File: src/rtl/dlsc_stereobm_disparity_if.sv
// SAD-beat input and best-disparity result bundle of the stereo disparity comparator.
// The master drives SAD beats; the slave (comparator) returns results and sequencing errors.
interface dlsc_stereobm_disparity_if #(
  parameter int MULT_D    = 8,
  parameter int MULT_R    = 1,
  parameter int SAD_BITS  = 16,
  parameter int DISP_BITS = 6
);

  logic                            in_valid;
  logic                            in_first;
  logic [SAD_BITS*MULT_R*MULT_D-1:0] in_sad;

  logic                            out_valid;
  logic [DISP_BITS*MULT_R-1:0]     out_disp;
  logic [SAD_BITS*MULT_R-1:0]      out_sad;
  logic                            err;

  modport master (
    output in_valid, in_first, in_sad,
    input  out_valid, out_disp, out_sad, err
  );

  modport slave (
    input  in_valid, in_first, in_sad,
    output out_valid, out_disp, out_sad, err
  );

endinterface

File: src/rtl/dlsc_stereobm_disparity.sv
// Stereo block-matching disparity comparator: per-row minimum SAD over all disparity groups
// of a column, reported as the winning disparity and its SAD.
module dlsc_stereobm_disparity #(
  parameter int MULT_D      = 8,
  parameter int MULT_R      = 1,
  parameter int SAD_BITS    = 16,
  parameter int DISPARITIES = 64,
  parameter int DISP_BITS   = 6
) (
  input  logic                        clk,
  input  logic                        rst_n,
  dlsc_stereobm_disparity_if.slave    bus
);

  localparam int GROUPS    = DISPARITIES / MULT_D;
  localparam int LEVELS    = $clog2(MULT_D);
  localparam int NODES     = MULT_D / 2;
  localparam int CNT_BITS  = (GROUPS > 1) ? $clog2(GROUPS) : 1;
  localparam int SLOT_BITS = LEVELS;

  typedef enum logic {
    IDLE,
    ACCUM
  } state_t;

  state_t                state_q;
  logic [CNT_BITS-1:0]   cnt_q;
  logic                  err_q;

  logic [LEVELS-1:0]     stgValid_q;
  logic [LEVELS-1:0]     stgFirst_q;
  logic [LEVELS-1:0]     stgLast_q;
  logic [CNT_BITS-1:0]   stgGrp_q [LEVELS];

  logic [SAD_BITS-1:0]   treeSad_q [LEVELS][MULT_R][NODES];
  logic [SLOT_BITS-1:0]  treeIdx_q [LEVELS][MULT_R][NODES];

  logic [SAD_BITS-1:0]   accSad_q  [MULT_R];
  logic [SAD_BITS-1:0]   accSad_d  [MULT_R];
  logic [DISP_BITS-1:0]  accDisp_q [MULT_R];
  logic [DISP_BITS-1:0]  accDisp_d [MULT_R];

  logic                          outValid_q;
  logic [DISP_BITS*MULT_R-1:0]   outDisp_q;
  logic [SAD_BITS*MULT_R-1:0]    outSad_q;

  // Sequencer: tags each accepted beat with first/last/group as it enters the tree, and
  // shifts those tags alongside the tree levels so they meet the data at the accumulator.
  always_ff @(posedge clk or negedge rst_n) begin
    if (!rst_n) begin
      state_q    <= IDLE;
      cnt_q      <= '0;
      err_q      <= 1'b0;
      stgValid_q <= '0;
      stgFirst_q <= '0;
      stgLast_q  <= '0;
      for (int l = 0; l < LEVELS; l++) begin
        stgGrp_q[l] <= '0;
      end
    end else begin
      err_q <= 1'b0;
      for (int l = LEVELS - 1; l > 0; l--) begin
        stgValid_q[l] <= stgValid_q[l-1];
        stgFirst_q[l] <= stgFirst_q[l-1];
        stgLast_q[l]  <= stgLast_q[l-1];
        stgGrp_q[l]   <= stgGrp_q[l-1];
      end
      stgValid_q[0] <= 1'b0;
      stgFirst_q[0] <= 1'b0;
      stgLast_q[0]  <= 1'b0;
      stgGrp_q[0]   <= '0;
      if (bus.in_valid) begin
        unique case (state_q)
          IDLE: begin
            if (bus.in_first) begin
              stgValid_q[0] <= 1'b1;
              stgFirst_q[0] <= 1'b1;
              if (GROUPS == 1) begin
                stgLast_q[0] <= 1'b1;
              end else begin
                cnt_q   <= CNT_BITS'(1);
                state_q <= ACCUM;
              end
            end else begin
              err_q <= 1'b1;
            end
          end
          ACCUM: begin
            if (bus.in_first) begin
              // Restart: the new first beat reloads the accumulator, discarding the partial column.
              err_q         <= 1'b1;
              stgValid_q[0] <= 1'b1;
              stgFirst_q[0] <= 1'b1;
              cnt_q         <= CNT_BITS'(1);
            end else begin
              stgValid_q[0] <= 1'b1;
              stgGrp_q[0]   <= cnt_q;
              if (cnt_q == CNT_BITS'(GROUPS - 1)) begin
                stgLast_q[0] <= 1'b1;
                cnt_q        <= '0;
                state_q      <= IDLE;
              end else begin
                cnt_q <= cnt_q + CNT_BITS'(1);
              end
            end
          end
          default: state_q <= IDLE;
        endcase
      end
    end
  end

  // Pairwise min tree, one register per level; the right operand wins only when strictly
  // smaller so ties resolve to the lower slot.
  always_ff @(posedge clk or negedge rst_n) begin
    if (!rst_n) begin
      for (int l = 0; l < LEVELS; l++) begin
        for (int r = 0; r < MULT_R; r++) begin
          for (int n = 0; n < NODES; n++) begin
            treeSad_q[l][r][n] <= '0;
            treeIdx_q[l][r][n] <= '0;
          end
        end
      end
    end else begin
      for (int r = 0; r < MULT_R; r++) begin
        for (int n = 0; n < NODES; n++) begin
          if (bus.in_sad[(2*n+1+r*MULT_D)*SAD_BITS +: SAD_BITS] <
              bus.in_sad[(2*n+r*MULT_D)*SAD_BITS +: SAD_BITS]) begin
            treeSad_q[0][r][n] <= bus.in_sad[(2*n+1+r*MULT_D)*SAD_BITS +: SAD_BITS];
            treeIdx_q[0][r][n] <= SLOT_BITS'(2*n+1);
          end else begin
            treeSad_q[0][r][n] <= bus.in_sad[(2*n+r*MULT_D)*SAD_BITS +: SAD_BITS];
            treeIdx_q[0][r][n] <= SLOT_BITS'(2*n);
          end
        end
      end
      for (int l = 1; l < LEVELS; l++) begin
        for (int r = 0; r < MULT_R; r++) begin
          for (int n = 0; n < (NODES >> l); n++) begin
            if (treeSad_q[l-1][r][2*n+1] < treeSad_q[l-1][r][2*n]) begin
              treeSad_q[l][r][n] <= treeSad_q[l-1][r][2*n+1];
              treeIdx_q[l][r][n] <= treeIdx_q[l-1][r][2*n+1];
            end else begin
              treeSad_q[l][r][n] <= treeSad_q[l-1][r][2*n];
              treeIdx_q[l][r][n] <= treeIdx_q[l-1][r][2*n];
            end
          end
        end
      end
    end
  end

  // MULT_D is a power of two, so disparity g*MULT_D+j is just {group, slot}.
  always_comb begin
    for (int r = 0; r < MULT_R; r++) begin
      accSad_d[r]  = accSad_q[r];
      accDisp_d[r] = accDisp_q[r];
      if (stgValid_q[LEVELS-1] &&
          (stgFirst_q[LEVELS-1] || (treeSad_q[LEVELS-1][r][0] < accSad_q[r]))) begin
        accSad_d[r]  = treeSad_q[LEVELS-1][r][0];
        accDisp_d[r] = DISP_BITS'({stgGrp_q[LEVELS-1], treeIdx_q[LEVELS-1][r][0]});
      end
    end
  end

  always_ff @(posedge clk or negedge rst_n) begin
    if (!rst_n) begin
      outValid_q <= 1'b0;
      outDisp_q  <= '0;
      outSad_q   <= '0;
      for (int r = 0; r < MULT_R; r++) begin
        accSad_q[r]  <= '0;
        accDisp_q[r] <= '0;
      end
    end else begin
      outValid_q <= stgValid_q[LEVELS-1] & stgLast_q[LEVELS-1];
      for (int r = 0; r < MULT_R; r++) begin
        accSad_q[r]  <= accSad_d[r];
        accDisp_q[r] <= accDisp_d[r];
        if (stgValid_q[LEVELS-1] && stgLast_q[LEVELS-1]) begin
          outSad_q[r*SAD_BITS +: SAD_BITS]    <= accSad_d[r];
          outDisp_q[r*DISP_BITS +: DISP_BITS] <= accDisp_d[r];
        end
      end
    end
  end

  assign bus.out_valid = outValid_q;
  assign bus.out_disp  = outDisp_q;
  assign bus.out_sad   = outSad_q;
  assign bus.err       = err_q;

endmodule
File: src/flat_wrapper.sv
// flat-port wrapper written by rule: the top's interface ports become plain ports
module dlsc_stereobm_disparity_flat 
#(
  parameter int MULT_D      = 8,
  parameter int MULT_R      = 1,
  parameter int SAD_BITS    = 16,
  parameter int DISPARITIES = 64,
  parameter int DISP_BITS   = 6
)
  (clk, rst_n, bus_in_valid, bus_in_first, bus_in_sad, bus_out_valid, bus_out_disp, bus_out_sad, bus_err);
  dlsc_stereobm_disparity_if #(.MULT_D(MULT_D), .MULT_R(MULT_R), .SAD_BITS(SAD_BITS), .DISP_BITS(DISP_BITS)) bus_i ();
  input  logic clk;
  input  logic rst_n;
  input wire logic [$bits(bus_i.in_valid)-1:0] bus_in_valid;
  input wire logic [$bits(bus_i.in_first)-1:0] bus_in_first;
  input wire logic [$bits(bus_i.in_sad)-1:0] bus_in_sad;
  output wire logic [$bits(bus_i.out_valid)-1:0] bus_out_valid;
  output wire logic [$bits(bus_i.out_disp)-1:0] bus_out_disp;
  output wire logic [$bits(bus_i.out_sad)-1:0] bus_out_sad;
  output wire logic [$bits(bus_i.err)-1:0] bus_err;
  assign bus_i.in_valid = bus_in_valid;
  assign bus_i.in_first = bus_in_first;
  assign bus_i.in_sad = bus_in_sad;
  assign bus_out_valid = bus_i.out_valid;
  assign bus_out_disp = bus_i.out_disp;
  assign bus_out_sad = bus_i.out_sad;
  assign bus_err = bus_i.err;
  dlsc_stereobm_disparity #(.MULT_D(MULT_D), .MULT_R(MULT_R), .SAD_BITS(SAD_BITS), .DISPARITIES(DISPARITIES), .DISP_BITS(DISP_BITS)) u_core (.clk(clk), .rst_n(rst_n), .bus(bus_i));
endmodule
File: config.mk
export PLATFORM = sky130hd
export DESIGN_NAME = dlsc_stereobm_disparity_flat
export DESIGN_NICKNAME = d
export VERILOG_FILES = /design/src/rtl/dlsc_stereobm_disparity_if.sv /design/src/rtl/dlsc_stereobm_disparity.sv /design/src/flat_wrapper.sv
export SDC_FILE = /design/constraint.sdc
export NUM_CORES = 1
export LEC_CHECK = 0
export CORE_ASPECT_RATIO = 0.75
export CORE_MARGIN = 4
export CORE_UTILIZATION = 46
export CTS_CLUSTER_DIAMETER = 30
export DETAILED_ROUTE_END_ITERATION = 16
export HOLD_SLACK_MARGIN = 0.05
export PLACE_DENSITY = 0.69
export SYNTH_ARGS = -nofsm -noshare
export SYNTH_HDL_FRONTEND = slang
export SYNTH_SLANG_ARGS = --single-unit
File: constraint.sdc
create_clock -name clk -period 3.5 [get_ports clk]
set_input_delay 0.7 -clock clk [delete_from_list [all_inputs] [get_ports clk]]
set_output_delay 0.7 -clock clk [all_outputs]
set_load 0.02 [all_outputs]
==> flow_summary.yaml <==
synth:
  yosysWarnings: 0
  syn_nets: 1302
  synth_xor_area_share_pct: 0
  syn_area_per_cell_sq_um: 10.64
  yosysMostFrequentCell: "dfrtp_1"
  synth_top_area_share_pct: 43.37
  synth_seq_cells: 193
  netlist_area_sq_um: 11140
  ys_top_cells_by_area: "dfrtp_1 (43%), ha_1 (14%), mux2_2 (8.8%)"
  synthArstFlopShare_pct: 100.0
  syn_inst: 1047
  yosys.area_share.simple_pct: 8.168
  seq_area_frac_synth_pct: 43.37
  synth_edf_count: 0
  synth_top_area_cell: "dfrtp_1"
  yosysUniqueCellTypes: 53
  muxShareOfSynthArea_pct: 13.62
  synthAdderAreaFrac_pct: 13.82
  synth_commonest_cells: "dfrtp_1 (193), inv_1 (127), ha_1 (123)"
  synth_flop_cell: "dfrtp_1"
  synth_compound_area_share_pct: 14.95
  synth_top_family_by_area: "compound AO/OA/AOI/OAI gates"
critical_path:
  worstSetupEndpoint: "u_core.treeSad_q[130]"
  reg2regPathDepth: 8
  required_ps: 3810
  cp-end-kind: "flop"
  crit_path_max_fanout: 8
  cp.arrival_ps: 3080
  r2r_end: "u_core.bus.out_sad[6]"
  r2r_slack_ps: 830
  cp-start-kind: "input port"
  path_class: "input port to flop"
  cp-startpoint: "bus_in_sad[101]"
  r2r-start: "u_core.accSad_q[6]"
final_layout:
  design_area_sq_um: 13700
  final_layout_size_suffix_gt1_share_pct: 13.57
  finalNonFillerCells: 1522
  nNetsFinal: 1458
  diodes: 0
  multi_input_area_sq_um: 5640
  syn2layout_area_growth_pct: 23.03
  seq_area_sq_um: 4830
  fin_util_pct: 57.31
  fillCellCount: 2002
floorplan:
  die_h_microns: 142.8
  num_rows: 49
  die_area_sq_um: 26790
  start_util_pct: 46.58
  die_w_microns: 187.7
  core-area_sq_um: 23910
  num_io_pins: 156
run_status:
  outcome: "completed"
placed_design:
  dp_cells: 1490
  dp_slack_ps: 290.6
  postPlaceCellArea_sq_um: 13100
  gp_congestion: 0.8466
  io_buffers: 155
  hpwl_microns: 18980
cts:
  cts.clk_slew.worst_paths_ps: 70
  cts_tree: "built"
  clockBufferDepth: 2
  clock-sinks: 193
  htree_levels: 4
  clock_tree.root_cell: "clkbuf_16"
  holdBufCountCts: 0
  cts_resized: 0
  cts_setup_buffers: 0
  cts_made_buffers: 17
  clk_latency_ps: 420
sta:
  hold_violations: 0
  fmax_mhz: 361.3
  fin_crit_sh_pct: 79.08
  rsz0062_at_grt: "false"
  tns_ps: 0
  hold_slack_ps: 310.2
  slew_headroom_pct: 46.12
  tightest_slew_ps: 805.6
  setup_violations: 0
  skew_ps: 11.37
  slew_viol_final: 0
  post-route-min-period_ps: 2768
  finalWorstSetupSlack_ps: 732.1
power_and_ir_drop:
  vdd_drop_max_v: 0.0004205
  power_density_nw_per_um2: 592.8
  p_total_mw: 8.122
  leakagePower_nw: 6.659
detailed_routing:
  dr.pass1.iters: 4
  drtAntennaViolNets: 0
  route.vias.total: 8225
  top_layer_used: "met4"
  postRouteWirelength_microns: 24170
  dr.first_iter.drc_count: 438
  avgRoutedWirePerCell_microns: 15.88
  wl_met2_microns: 10460
  route.detailed.drc: 0
  vias_per_cell: 5.404
  route.met3.wl_microns: 972
  wl_met1_microns: 12540
global_routing:
  first_global_vias: 8297
  track_usage_pct: 18.55
  grt_max_degree: 89
  overflow: 0
  antenna_found_initial: 0
  grt_pass1_wl_microns: 41010
worst_hold_path:
  hold_path_class: "input port to asynchronous set/reset pin"
run:
  max-cap-violations: 0
## kinds of logic after synthesis
group,Yosys count
AO/OA/AOI/OAI,226
AND/OR/NAND/NOR,199
flip-flops,193
buffers and inverters,170
multiplexers,135
adder cells (fa/ha/maj),123
other,1
## sequential cells by signal, indices dropped and copies added, names as in the netlist
signal and count:
u_core.state_q 1, u_core.bus.out_sad 16, u_core.stgLast_q 3, u_core.stgGrp_q 9, u_core.stgFirst_q 3, u_core.treeSad_q 112
u_core.treeIdx_q 13, u_core.accSad_q 16, u_core.cnt_q 3, u_core.bus.err 1, u_core.bus.out_valid 1, u_core.stgValid_q 3
u_core.accDisp_q 6, u_core.bus.out_disp 6
## power by group
group / total [mW] / internal, mW / switching, mW
Sequential: 3.25 / 2.84 / 0.413
Combinational: 2.92 / 1.50 / 1.42
Clock: 1.96 / 1.11 / 0.847
## cell usage in the layout, fill, tap and decap left out, types with 9 or more instances in the layout
master	synthesis	layout
ha_1	123	123
nor2_1	13	13
nand3_1	49	49
nand2_1	95	95
clkdlybuf4s50_1	0	154
a21o_1	16	16
o21ai_0	13	13
a21boi_0	16	16
dfrtp_1	193	193
clkbuf_16	0	17
mux2i_1	30	30
mux2_1	9	9
mux2_4	9	9
buf_4	2	23
o211ai_1	81	81
mux2_2	87	87
a211oi_1	10	10
a21oi_1	32	32
inv_1	127	127
a32oi_1	16	16
## how the worst min path moves through the flow
stage	start	to	slack (ps)	cells after the start
floorplan	u_core.stgFirst_q[0]	u_core.stgFirst_q[1]	330	0
global placement	u_core.stgGrp_q[5]	u_core.stgGrp_q[2]	330	0
detailed placement	u_core.stgGrp_q[7]	u_core.stgGrp_q[4]	330	0
CTS	rst_n	u_core.bus.out_sad[10]	330	1
global route	rst_n	u_core.bus.out_sad[10]	360	1
finish	rst_n	u_core.bus.out_sad[10]	310	1
## layout make-up
cell class | instances | area share [%]
clock buffers | 20 | 3.333
flip-flops and latches | 193 | 35.25
multi-input cells | 684 | 41.17
clock inverters | 12 | 1.078
inverters | 127 | 3.479
repair buffers | 180 | 12.90
well taps | 306 | 2.794
## worst max-delay path, cell delays in order
cell             delay, ps
clkdlybuf4s50_1        470
inv_1                   50
ha_1                   300
a21o_1                 190
a221oi_1               270
o21ai_1                150
a211oi_4               360
buf_4                  240
mux2_2                 350
## per-layer routing
layer	GRT usage, %	vias up
li1	-	4063
met1	28.00	3976
met2	28.25	171
met3	3.348	15
met4	3.784	0
met5	0	-
(Power assumes the default switching activity.)
